$ cat src/rtl/fir_sample_feeder.sv
// Buffers ADC samples in a FIFO and issues them one at a time to the FIR control (enable pulse, wait for done),
// granting host configuration only between samples. Define FEEDER_TIMEOUT_EN to build the done watchdog.
module fir_sample_feeder #(
  parameter int DATA_W     = 16,
  parameter int FIFO_DEPTH = 8,
  parameter int TIMEOUT    = 64
) (
  input  logic                          clk,
  input  logic                          rst_n,
  input  logic                          adc_valid,
  input  logic [DATA_W-1:0]             adc_data,
  output logic                          adc_ready,
  input  logic                          cfg_req,
  output logic                          cfg_busy,
  output logic                          fir_enable,
  output logic [DATA_W-1:0]             fir_sample,
  output logic                          fir_configuration,
  input  logic                          fir_done,
  output logic [$clog2(FIFO_DEPTH):0]   fifo_level,
  output logic                          overflow,
  output logic                          timeout_err,
  input  logic                          clr_err
);

  localparam int AW = $clog2(FIFO_DEPTH);

  localparam logic [1:0] IDLE      = 2'd0;
  localparam logic [1:0] ISSUE     = 2'd1;
  localparam logic [1:0] WAIT_DONE = 2'd2;
  localparam logic [1:0] CONFIG    = 2'd3;

  if (FIFO_DEPTH < 2 || (FIFO_DEPTH & (FIFO_DEPTH - 1)) != 0 || TIMEOUT < 2) begin : g_param_check
    $error("fir_sample_feeder: FIFO_DEPTH must be a power of 2 >= 2 and TIMEOUT >= 2");
  end

  logic [1:0]        state;
  logic [1:0]        state_nxt;
  logic [DATA_W-1:0] mem [FIFO_DEPTH];
  logic [AW-1:0]     wr_ptr;
  logic [AW-1:0]     rd_ptr;
  logic [AW:0]       count;
  logic              full;
  logic              empty;
  logic              push;
  logic              pop;
  logic              timeout_hit;

  // count never exceeds FIFO_DEPTH, so its MSB alone marks full
  assign full       = count[AW];
  assign empty      = (count == '0);
  assign adc_ready  = !full;
  assign push       = adc_valid && !full;
  assign pop        = (state == IDLE) && !cfg_req && !empty;
  assign fifo_level = count;

  always_ff @(posedge clk) begin
    if (!rst_n) begin
      wr_ptr <= '0;
      rd_ptr <= '0;
      count  <= '0;
    end else begin
      if (push) wr_ptr <= wr_ptr + 1'b1;
      if (pop)  rd_ptr <= rd_ptr + 1'b1;
      if (push && !pop)      count <= count + 1'b1;
      else if (pop && !push) count <= count - 1'b1;
    end
  end

  always_ff @(posedge clk) begin
    if (push) mem[wr_ptr] <= adc_data;
  end

`ifdef FEEDER_TIMEOUT_EN
  localparam int TW = $clog2(TIMEOUT);

  logic [TW-1:0] wd_cnt;

  // a done arriving on the final watchdog cycle wins over the timeout
  assign timeout_hit = (state == WAIT_DONE) && !fir_done && (wd_cnt == TW'(TIMEOUT - 1));

  always_ff @(posedge clk) begin
    if (!rst_n)                              wd_cnt <= '0;
    else if (state == ISSUE)                 wd_cnt <= '0;
    else if (state == WAIT_DONE && !fir_done) wd_cnt <= wd_cnt + 1'b1;
  end

  always_ff @(posedge clk) begin
    if (!rst_n)           timeout_err <= 1'b0;
    else if (timeout_hit) timeout_err <= 1'b1;
    else if (clr_err)     timeout_err <= 1'b0;
  end
`else
  assign timeout_hit = 1'b0;
  assign timeout_err = 1'b0;
`endif

  always_comb begin
    state_nxt = state;
    case (state)
      IDLE: begin
        if (cfg_req)     state_nxt = CONFIG;
        else if (!empty) state_nxt = ISSUE;
      end
      ISSUE:     state_nxt = WAIT_DONE;
      WAIT_DONE: if (fir_done || timeout_hit) state_nxt = IDLE;
      CONFIG:    if (!cfg_req) state_nxt = IDLE;
      default:   state_nxt = IDLE;
    endcase
  end

  always_ff @(posedge clk) begin
    if (!rst_n) begin
      state      <= IDLE;
      fir_sample <= '0;
    end else begin
      state <= state_nxt;
      if (pop) fir_sample <= mem[rd_ptr];
    end
  end

  always_ff @(posedge clk) begin
    if (!rst_n)                  overflow <= 1'b0;
    else if (adc_valid && full)  overflow <= 1'b1;
    else if (clr_err)            overflow <= 1'b0;
  end

  assign fir_enable        = (state == ISSUE);
  assign fir_configuration = (state == CONFIG);
  assign cfg_busy          = (state == CONFIG);

endmodule

$ cat config.mk
export PLATFORM = sky130hd
export DESIGN_NAME = fir_sample_feeder
export DESIGN_NICKNAME = d
export VERILOG_FILES = /design/src/rtl/fir_sample_feeder.sv
export SDC_FILE = /design/constraint.sdc
export NUM_CORES = 1
export LEC_CHECK = 0
export ABC_AREA = 1
export CORE_MARGIN = 2
export CORE_UTILIZATION = 45
export CTS_CLUSTER_DIAMETER = 200
export DETAILED_ROUTE_END_ITERATION = 8
export PLACE_DENSITY = 0.75
export SYNTH_ARGS = -nofsm -noshare
export SYNTH_HDL_FRONTEND = slang
export SYNTH_SLANG_ARGS = --single-unit
$ cat constraint.sdc
create_clock -name clk -period 6.5 [get_ports clk]
set_clock_uncertainty 0.2 [all_clocks]
set_input_delay 1.3 -clock clk [delete_from_list [all_inputs] [get_ports clk]]
set_output_delay 1.3 -clock clk [all_outputs]
set_load 0.05 [all_outputs]
* Yosys cells after proc, flatten, opt, wreduce, memory -nomap -nowiden *
Memory sizes are Yosys's and may differ from the RTL's. A register that Yosys moved wholly into a read port is not among the register bits.
Index checks and enable logic that the tools add are counted.
W data, S select, Z words.

operators by class
  equal/unequal tests = 6
  muxes and demuxes = 11
  reductions and logical operators = 17
  add/sub/neg operators = 4

operators with widths
  operator               number
  $mux W2                4
  $mux W4                2
  $pmux W2 S4            1
  $add A3 B1 Y3 const B  2
  $logic_and A1 B1 Y1    6
  $logic_not A1 Y1       6
  $add A4 B1 Y4 const B  1
  $eq A2 B2 Y1 const B   2
  $logic_not A4 Y1       1
  $mux W1                4
  $ne A2 B2 Y1 const B   2
  $reduce_bool A2 Y1     2
  $sub A4 B1 Y4 const B  1
  $ne A3 B3 Y1 const B   1
  $reduce_and A3 Y1      1
  $eq A2 B1 Y1 const B   1
  $logic_not A2 Y1       1

word-level totals
  memories = 1
  register bits = 13
  output and inout port bits = 26
  input bits = 22
  logic and storage cells = 44
  memory bits (writable) = 128

memories
  name  depth  width  rd ports  clocked after Yosys merged registers in  write ports  line  text
  mem   8      16     1         1                                        1            38    logic [DATA_W-1:0] mem [FIFO_DEPTH];

* Logic depth before layout (Yosys ltp) *
  word-level depth = 6
  gate-level depth with buffers = 14
  depth with buffers taken out = 13

* Worst setup path after synthesis *
OpenSTA, ideal clock, no wires.

  path kind = input-to-reg
  from = input cfg_req
  to = register count[3] (netlist: fifo_level[3])
  stages on the path = 12
  setup time = 70 ps
  path buffers = 1
  setup slack = 3463 ps
  arrival time = 2766 ps
  cells stage by stage = inv_1 -> nand3_4 -> buf_2 -> ha_1 -> inv_1 -> ha_1 -> or2_2 -> nand2_1 -> nand3_1 -> nand2_1 -> nand2_1 -> a21oi_1

between the ends
  word-level cells in the longest chain between the ends = 6
  elaborated cells between the ends (all ways) = 8
  classes of those cells = mux (1); reduce/logical (7)

ends and longest elaborated chain
  item                                           line  text
  start, declared                                13    input logic cfg_req,
  $logic_not A1 Y1 (*)                           --
  $logic_and A1 B1 Y1 (*) (2 in series)          53    assign pop = (state == IDLE) && !cfg_req && !empty;
  $logic_not A1 Y1                               64    if (push && !pop) count <= count + 1'b1;
  $logic_and A1 B1 Y1                            64
  $mux W4 or $reduce_bool A2 Y1 (tied branches)  --
  end signal, assigned                           64
  end signal, assigned                           65    else if (pop && !push) count <= count - 1'b1;
  end, declared                                  41    logic [AW:0] count;

Every way passes the cells marked *; elsewhere a longest branch is shown, timed or not.
A chain may end at the register's enable or synchronous reset.

* Worst setup path in the final report *
Ends and elaborated chain as after synthesis.

==> flow_summary.ini <==
[cts]
clockRootBuffer = clkbuf_16
cts_sinks = 157
clk_latency_ns = 0.42
clkSlewWorstSetupHoldPaths_ns = 0.06
tritoncts = done
cts_resized = 0
cts_setup_buffers = 0
htree_levels = 4
cts_buffers = 17
holdBufCountCts = 0
cts.path.max_buffers = 2

[sta]
min_period_over_period_pct = 51.3
worst_slack_ns = 3.16
min_period_ns = 3.34
fmax_mhz = 300
setup_viol = 0
worst_slew_pin_slew_ns = 1.18
maxSlewViolCount = 0
rsz0062_at_grt = false
finalHoldViolCount = 0
maxSlewHeadroom_pct = 21.1
fin_setup_tns_ns = 0

[place]
dpl_worst_slack_ns = 2.74
dp_hpwl_mm = 7.61
placed_cells = 877
port_buffers = 46
routabilityCongestion = 0.784
placed_area_mm2 = 0.00725

[yosys]
synth.top_cell.area_share_pct = 57.5
synthDistinctLibCells = 24
syn_area_per_cell_um2 = 10.0
ys.warnings.count = 0
postSynthCellCount = 668
synth_area_mm2 = 0.00669
synth_fp_nets = 696
yosysTopAreaCell = edfxtp_1
synth_seq_cells = 157
synth_area_leaders = edfxtp_1 57%, nand2_1 11%, dfxtp_1 8.7%
yosysSeqAreaShare_pct = 66.2

[finish]
stdcell_area_mm2 = 0.00790
register_area_mm2 = 0.00443
insertedDiodeCount = 0
multi_input_area_mm2 = 0.00163
final_cell_mix = 198 x nand2_1, 128 x edfxtp_1, 113 x inv_1
final_common_cell = nand2_1
area_delta_synth_final_pct = 18.1
stdcell_count = 909
finalNetCount = 740
drive_gt1_share_pct = 6.62
fill_cells = 1257

[floorplanning]
die_area_mm2 = 0.0159
num_rows = 44
die_x_um = 126
start_util_pct = 46.0
core_area_mm2 = 0.0145
ioPinCount = 48
die_height_um = 126

[worst_setup_path]
critical_path_arrival_ns = 3.47
critPathKind = input pin to flip-flop
cp.required_ns = 6.64
worst_setup_path_end_kind = flip-flop
critPathMaxFanout = 24
critPathLaunchType = input pin

[power]
powerDensity_mw_per_mm2 = 386
clockPowerShare_pct = 35.1
seq_power_share_pct = 40.0
irDropWorstVdd_mv = 0.281
switching_share_pct = 31.3
p_sw_mw = 0.955
comb_power_share_pct = 24.9
p_leak_nw = 3.28
internal_power_mw = 2.10

[routing]
first_pass_iters = 5
avgViaCountPerCell = 4.96
drt_iter0_markers = 429
antenna_left = 0
drcViolationCount = 0
routedWlPerCell_um = 15.1
finalWirelength_mm = 13.7
vias = 4508

[global_route]
grt_pass1_wl_mm = 21.9
antenna_found_initial = 0
gr-total-overflow = 0
grt_use_total_pct = 18.1
grt_pass1_vias = 4193
grt_max_degree = 67

[job]
maxCapViolCount = 0

[outcome]
status = finished clean

[hold_path]
hp-class = flip-flop to flip-flop
## sequential cells by signal (all words and copies together), names as in the netlist
name	flops
fifo_level	4
fir_sample	16
mem	128
overflow	1
rd_ptr	3
state	2
wr_ptr	3
## metrics by stage
| stage | utilization, % | hold WS (ns) | total power, mW |
|---|---|---|---|
| detailed placement | 49.9 | 0.251 | 2.00 |
| global route | 54.3 | 0.282 | 3.19 |
| global placement | 49.9 | 0.248 | 1.99 |
| CTS | 54.3 | 0.260 | 3.07 |
| floorplan | - | 0.263 | 1.81 |
| finish | 54.3 | 0.255 | 3.05 |
## cell type report
class | count | share of cell area, %
Clock buffer | 18 | 5.43
Clock inverter | 14 | 2.72
Inverter | 116 | 5.53
Multi-Input combinational cell | 364 | 20.6
Sequential cell | 157 | 56.0
Tap cell | 184 | 2.91
Timing Repair Buffer | 56 | 6.78
## critical path, cell delays in order
cell,delay [ns]
clkdlybuf4s50_1,0.43
inv_1,0.10
nand3_4,0.27
ha_1,0.32
inv_1,0.13
ha_1,0.27
or2_2,0.30
nand2_1,0.07
nand3_1,0.06
nand2_1,0.06
nand2_1,0.05
a21oi_1,0.10
## power groups by stage
stage                     Combinational (mW)  Sequential [mW]  Clock [mW]
final                                  0.759             1.22        1.07
after global routing                   0.837             1.23        1.12
after CTS                              0.762             1.22        1.08
after detailed placement               0.757             1.24           0
after global placement                 0.744             1.24           0
after floorplan                        0.457             1.35           0
## final timing paths
path / from / endpoint / slack, ns / depth (start not counted)
min reg2reg: overflow / overflow / 0.26 / 2
min: overflow / overflow / 0.26 / 2
max: cfg_req / fifo_level[3] / 3.16 / 12
max reg2reg: rd_ptr[0] / fir_sample[8] / 3.90 / 8
## synthesized netlist by cell type, drive strengths merged
cell	count
a21oi	24
a311oi	1
buf	27
clkbuf	4
clkinv	1
conb	1
dfxtp	29
edfxtp	128
fa	1
ha	5
inv	115
nand2	199
nand3	100
nor2	22
nor3	2
o21ai	6
or2	1
xor2	2
## kinds of logic after synthesis
logic type	share of synthesized area, %
other	0.0561
buffers and inverters	9.52
AND/OR/NAND/NOR	20.4
flip-flops	66.2
AO/OA/AOI/OAI	2.38
XOR/XNOR	0.262
adder cells (fa/ha/maj)	1.23
## per-layer routing
layer  part of all wire (%)  global-route usage [%]  up-vias
met5                      0                       0        -
met1                     43                    23.5     2090
met2                     49                    29.2      163
met3                    6.9                    4.93       16
met4                    1.3                    6.59        0
li1                       -                       -     2239
No activity file was read; power rests on OpenSTA's default activity.
